## config.mk

```make
export PLATFORM = sky130hd
export DESIGN_NAME = code_entry_flat
export DESIGN_NICKNAME = d
export VERILOG_FILES = /design/src/rtl/code_entry_if.sv /design/src/rtl/code_entry.sv /design/src/flat_wrapper.sv
export SDC_FILE = /design/constraint.sdc
export NUM_CORES = 1
export LEC_CHECK = 0
export CELL_PAD_IN_SITES_DETAIL_PLACEMENT = 1
export CELL_PAD_IN_SITES_GLOBAL_PLACEMENT = 2
export CORE_AREA = 2 2 132 70
export CTS_CLUSTER_SIZE = 14
export DETAILED_ROUTE_END_ITERATION = 10
export DIE_AREA = 0 0 134 72
export PLACE_DENSITY = 0.77
export SKIP_CTS_REPAIR_TIMING = 1
export SLEW_MARGIN = 20
export SYNTH_ARGS = -nofsm -noshare
export SYNTH_HDL_FRONTEND = slang
export SYNTH_SLANG_ARGS = --single-unit
```

## constraint.sdc

```tcl
create_clock -name clock -period 2.7 [get_ports clock]
set_clock_uncertainty 0.2 [all_clocks]
set_input_delay 0.675 -clock clock [delete_from_list [all_inputs] [get_ports clock]]
set_output_delay 0.675 -clock clock [all_outputs]
set_load 0.05 [all_outputs]
```

## src/rtl/code_entry_if.sv

```systemverilog
// Code handshake bundle between the entry front-end (master) and the game FSM (slave).
// The master drives the 16-bit code and its valid flag, and the slave answers with ready.
interface code_entry_if;
  logic [15:0] code;
  logic        code_valid;
  logic        code_ready;

  modport master (output code, output code_valid, input code_ready);
  modport slave  (input code, input code_valid, output code_ready);
endinterface

```

## src/rtl/code_entry.sv

```systemverilog
// Bulls & Cows entry stage: debounces the enter button, collects four BCD digits,
// rejects bad or repeated digits, and offers the finished code over a valid/ready handshake.
module code_entry #(
  parameter int DEBOUNCE_CYCLES = 250000,
  parameter bit CHECK_REPEAT    = 1'b1
) (
  input  logic              clock,
  input  logic              reset,
  input  logic [3:0]        digit_sw,
  input  logic              enter_button,
  input  logic              clear,
  code_entry_if.master      out_if,
  output logic [2:0]        digit_count,
  output logic              bad_digit,
  output logic              dup_error
);

  localparam int              CNT_W   = (DEBOUNCE_CYCLES > 1) ? $clog2(DEBOUNCE_CYCLES) : 1;
  localparam logic [CNT_W-1:0] CNT_MAX = CNT_W'(DEBOUNCE_CYCLES - 1);

  typedef enum logic [1:0] {COLLECT, CHECK, OFFER} state_t;

  logic             sync1_q, sync2_q;
  logic             stable_q, stable_d, stable_prev_q;
  logic [CNT_W-1:0] cnt_q, cnt_d;
  logic             press;

  state_t           state_q, state_d;
  logic [15:0]      code_q, code_d;
  logic [2:0]       count_q, count_d;
  logic             bad_q, bad_d;
  logic             dup_q, dup_d;
  logic             has_dup;

  // Debounce: the stable level only moves after the synchronized level has differed
  // from it for DEBOUNCE_CYCLES consecutive cycles.
  always_comb begin
    cnt_d    = '0;
    stable_d = stable_q;
    if (sync2_q != stable_q) begin
      if (cnt_q == CNT_MAX) begin
        stable_d = sync2_q;
      end else begin
        cnt_d = cnt_q + CNT_W'(1);
      end
    end
  end

  always_ff @(posedge clock or negedge reset) begin
    if (!reset) begin
      sync1_q       <= 1'b0;
      sync2_q       <= 1'b0;
      stable_q      <= 1'b0;
      stable_prev_q <= 1'b0;
      cnt_q         <= '0;
    end else begin
      sync1_q       <= enter_button;
      sync2_q       <= sync1_q;
      stable_q      <= stable_d;
      stable_prev_q <= stable_q;
      cnt_q         <= cnt_d;
    end
  end

  assign press = stable_q & ~stable_prev_q;

  always_comb begin
    has_dup = 1'b0;
    for (int i = 0; i < 3; i++) begin
      for (int j = i + 1; j < 4; j++) begin
        if (code_q[i*4 +: 4] == code_q[j*4 +: 4]) begin
          has_dup = 1'b1;
        end
      end
    end
  end

  // clear wins over everything, including a handshake landing in the same cycle.
  always_comb begin
    state_d = state_q;
    code_d  = code_q;
    count_d = count_q;
    dup_d   = dup_q;
    bad_d   = 1'b0;
    if (clear) begin
      state_d = COLLECT;
      code_d  = '0;
      count_d = '0;
      dup_d   = 1'b0;
    end else begin
      unique case (state_q)
        COLLECT: begin
          if (press) begin
            if (digit_sw <= 4'd9) begin
              code_d  = {code_q[11:0], digit_sw};
              count_d = count_q + 3'd1;
              dup_d   = 1'b0;
              if (count_q == 3'd3) begin
                state_d = CHECK;
              end
            end else begin
              bad_d = 1'b1;
            end
          end
        end
        CHECK: begin
          if (CHECK_REPEAT && has_dup) begin
            dup_d   = 1'b1;
            code_d  = '0;
            count_d = '0;
            state_d = COLLECT;
          end else begin
            state_d = OFFER;
          end
        end
        OFFER: begin
          if (out_if.code_ready) begin
            code_d  = '0;
            count_d = '0;
            state_d = COLLECT;
          end
        end
        default: state_d = COLLECT;
      endcase
    end
  end

  always_ff @(posedge clock or negedge reset) begin
    if (!reset) begin
      state_q <= COLLECT;
      code_q  <= '0;
      count_q <= '0;
      bad_q   <= 1'b0;
      dup_q   <= 1'b0;
    end else begin
      state_q <= state_d;
      code_q  <= code_d;
      count_q <= count_d;
      bad_q   <= bad_d;
      dup_q   <= dup_d;
    end
  end

  assign out_if.code       = code_q;
  assign out_if.code_valid = (state_q == OFFER);
  assign digit_count       = count_q;
  assign bad_digit         = bad_q;
  assign dup_error         = dup_q;

endmodule

```

## src/flat_wrapper.sv

```systemverilog
// flat-port wrapper written by rule: the top's interface ports become plain ports
module code_entry_flat 
#(
  parameter int DEBOUNCE_CYCLES = 250000,
  parameter bit CHECK_REPEAT    = 1'b1
)
  (clock, reset, digit_sw, enter_button, clear, digit_count, bad_digit, dup_error, out_if_code, out_if_code_valid, out_if_code_ready);
  code_entry_if out_if_i ();
  input  logic clock;
  input  logic reset;
  input  logic [3:0] digit_sw;
  input  logic enter_button;
  input  logic clear;
  output logic [2:0] digit_count;
  output logic bad_digit;
  output logic dup_error;
  output wire logic [$bits(out_if_i.code)-1:0] out_if_code;
  output wire logic [$bits(out_if_i.code_valid)-1:0] out_if_code_valid;
  input wire logic [$bits(out_if_i.code_ready)-1:0] out_if_code_ready;
  assign out_if_code = out_if_i.code;
  assign out_if_code_valid = out_if_i.code_valid;
  assign out_if_i.code_ready = out_if_code_ready;
  code_entry #(.DEBOUNCE_CYCLES(DEBOUNCE_CYCLES), .CHECK_REPEAT(CHECK_REPEAT)) u_core (.clock(clock), .reset(reset), .digit_sw(digit_sw), .enter_button(enter_button), .clear(clear), .out_if(out_if_i), .digit_count(digit_count), .bad_digit(bad_digit), .dup_error(dup_error));
endmodule
```

==> flow_summary.yaml <==
status:
  run_status: "finished, final reports clean"
cts:
  clockBufferDepth: 2
  clk_pin_slew_ns: 0.07
  cts_sinks: 45
  clockRootBuffer: "clkbuf_16"
  cts_tree: "yes"
  cts_buffers: 5
  htree_levels: 2
  clock_latency_ns: 0.29
yosys:
  syn_nets: 264
  synthDistinctLibCells: 36
  syn_area_per_cell_um2: 10.0
  synth_area_leader_cell: "dfrtp_1"
  synth_seq_cells: 45
  yosys_warnings: 0
  synth_top_cells_by_count: "45 x dfrtp_1, 28 x xor2_1, 24 x nor2_1, 22 x inv_1, 22 x nand2_1"
  yosysMostFrequentCell: "dfrtp_1"
  synth_area_um2: 2490
  synth_edf_count: 0
  ys_seq_area_share_pct: 45.2
  async_flop_share_pct: 100
  synth_cells: 248
  ys.flop_type: "dfrtp_1"
  yosysTopAreaCellShare_pct: 45.2
  yosys-top-cells-area: "dfrtp_1 45%, xor2_1 9.8%, mux2i_1 7.2%"
sta:
  setup_viol: 0
  finalHoldViolCount: 0
  hold_slack_ns: 0.158
  finalWorstSetupSlack_ns: 0.157
  slew_viol_final: 0
  setup_tns_ns: 0
  rsz0062_at_grt: "no"
  slew_headroom_pct: 59.4
  fin_crit_ns: 2.54
  fin_crit_sh_pct: 94.2
  worst-slew-pin-transition_ns: 0.609
  timing.fmax_mhz: 393
placement:
  dp_slack_ns: -0.136
  gp_congestion: 0.795
  place_hpwl_um: 4610
  io_buffers: 30
  dp.cells: 396
  dpl-instance-area_um2: 2970
global_routing:
  grt_pass1_wl_um: 10100
  grt_overflow: 0
  grt_max_degree: 46
  first_global_vias: 1914
  antenna_found_initial: 0
  gr-usage-all-layers_pct: 13.5
layout:
  nNetsFinal: 302
  syn2layout_area_growth_pct: 25.1
  fin_area_um2: 3120
  fillers: 932
  antenna_cells: 0
  final_cells: 404
  drive_gt1_share_pct: 11.8
worst_setup_path:
  path_delay_family: "buffers and inverters"
  cp.buffers_inverters: 3
  path_cells: "clkdlybuf4s50_1 -> o21ai_0 -> buf_4 -> and3b_1 -> buf_4 -> a21bo_2 -> a21oi_1 -> mux2_2"
  cp.required_ns: 2.67
  worstSetupStartpointType: "input port"
  endpoint_kind: "flip-flop"
  crit_top_cell: "buf_4"
  arrival_ns: 2.51
  critPathSlowestCell: "clkdlybuf4s50_1"
  cp_max_fo: 2
  max_stage_delay_ns: 0.49
  crit_type: "in -> reg"
detailed_routing:
  drc: 0
  first_pass_iters: 4
  antenna_left: 0
  drt_wl_total_um: 6170
  drt_iter0_markers: 81
  dr_total_vias: 1802
  wire_per_inst_um: 15.3
  viasPerCell: 4.46
min_path:
  hp-class: "reg -> reg"
die:
  start_util_pct: 29.5
  coreArea_um2: 8440
  die_area_um2: 9650
  dieHeight_um: 72
  io_pins: 31
  rows: 24
  fp.dieW_um: 134
flow_run:
  drv_cap: 0
power:
  powerDensity_nw_per_um2: 660
  ir_drop_mv: 0.294
  power_leakage_nw: 1.46
[placed cells by master (no fill, tap or decap), types with 4 or more instances in the layout]
| cell | synthesis | layout |
|---|---|---|
| mux2i_1 | 18 | 18 |
| clkdlybuf4s50_1 | 0 | 28 |
| nand2_1 | 22 | 22 |
| xnor2_1 | 13 | 13 |
| nor4_1 | 9 | 9 |
| nand3_1 | 6 | 6 |
| clkbuf_16 | 0 | 5 |
| xor2_1 | 28 | 28 |
| nand2b_1 | 4 | 4 |
| nor2_1 | 24 | 24 |
| buf_4 | 0 | 18 |
| dfrtp_1 | 45 | 45 |
| nand4_1 | 4 | 4 |
| nor3_1 | 6 | 6 |
| ha_1 | 7 | 7 |
| inv_1 | 22 | 22 |
[area by class of cell]
type / count / area, µm² / area share [%]
Multi-Input combinational cell: 164 / 1170 / 37.6
Clock buffer: 5 / 125 / 4.02
Clock inverter: 3 / 22.5 / 0.723
Tap cell: 117 / 146 / 4.70
Inverter: 22 / 82.6 / 2.65
Sequential cell: 45 / 1130 / 36.1
Timing Repair Buffer: 48 / 440 / 14.1
[logic make-up (layout without fill, tap and decap cells)]
family | after synthesis | count (layout) | synth area share [%]
AND/OR/NAND/NOR | 86 | 86 | 17.5
flip-flops | 45 | 45 | 45.2
AO/OA/AOI/OAI | 8 | 8 | 2.36
multiplexers | 22 | 22 | 9.04
adder cells (fa/ha/maj) | 7 | 7 | 3.52
XOR/XNOR | 41 | 41 | 14.4
buffers and inverters | 39 | 78 | 7.99
[worst reg2reg max path, cell delays in order, from the launching register on]
cell,delay [ns]
dfrtp_1,0.39
inv_1,0.13
ha_1,0.30
and3b_1,0.21
a311oi_1,0.30
a31oi_2,0.07
buf_4,0.20
mux2_1,0.32
[flip-flops by register name, indices dropped and copies added, names as in the netlist]
register              cells
u_core.cnt_q             18
u_core.out_if.code       16
u_core.digit_count        3
u_core.state_q            2
u_core.bad_digit          1
u_core.dup_error          1
u_core.stable_prev_q      1
u_core.stable_q           1
u_core.sync1_q            1
u_core.sync2_q            1
[metrics by stage]
stage / util [%] / power, mW
floorplan: - / 1.25
CTS: 36.9 / 2.09
finish: 36.9 / 2.06
global placement: 35.2 / 1.45
global route: 36.9 / 2.18
detailed placement: 35.2 / 1.47
[final timing paths]
path	startpoint	to	slack, ns	depth (start not counted)
worst max-delay path	digit_sw[3]	u_core.state_q[1]$_DFFE_PN0P_	0.16	8
worst min-delay path	u_core.sync1_q$_DFF_PN0_	u_core.sync2_q$_DFF_PN0_	0.16	0
worst max register to register	u_core.state_q[0]$_DFFE_PN0P_	u_core.digit_count[2]$_DFFE_PN0P_	0.47	7
worst min register to register	u_core.sync1_q$_DFF_PN0_	u_core.sync2_q$_DFF_PN0_	0.16	0
max in group asynchronous	reset	u_core.out_if.code[4]$_DFFE_PN0P_	1.60	2
min in group asynchronous	reset	u_core.cnt_q[1]$_DFF_PN0_	0.26	2
[power breakdown]
group	switching, mW	total, mW	internal (mW)	leakage (nW)
sequential	0.0795	0.806	0.726	0.614
combinational	0.379	0.644	0.264	0.777
clock	0.264	0.608	0.344	0.0738
[metal layers]
layer  vias up  track usage, %  wire (µm)
li1        883               -          -
met1       889            20.5       3470
met2        28            19.8       2510
met3         2            3.21        174
met4         0            2.13         18
met5         -               0          0
Note: power is estimated with default switching activity, not from simulation.
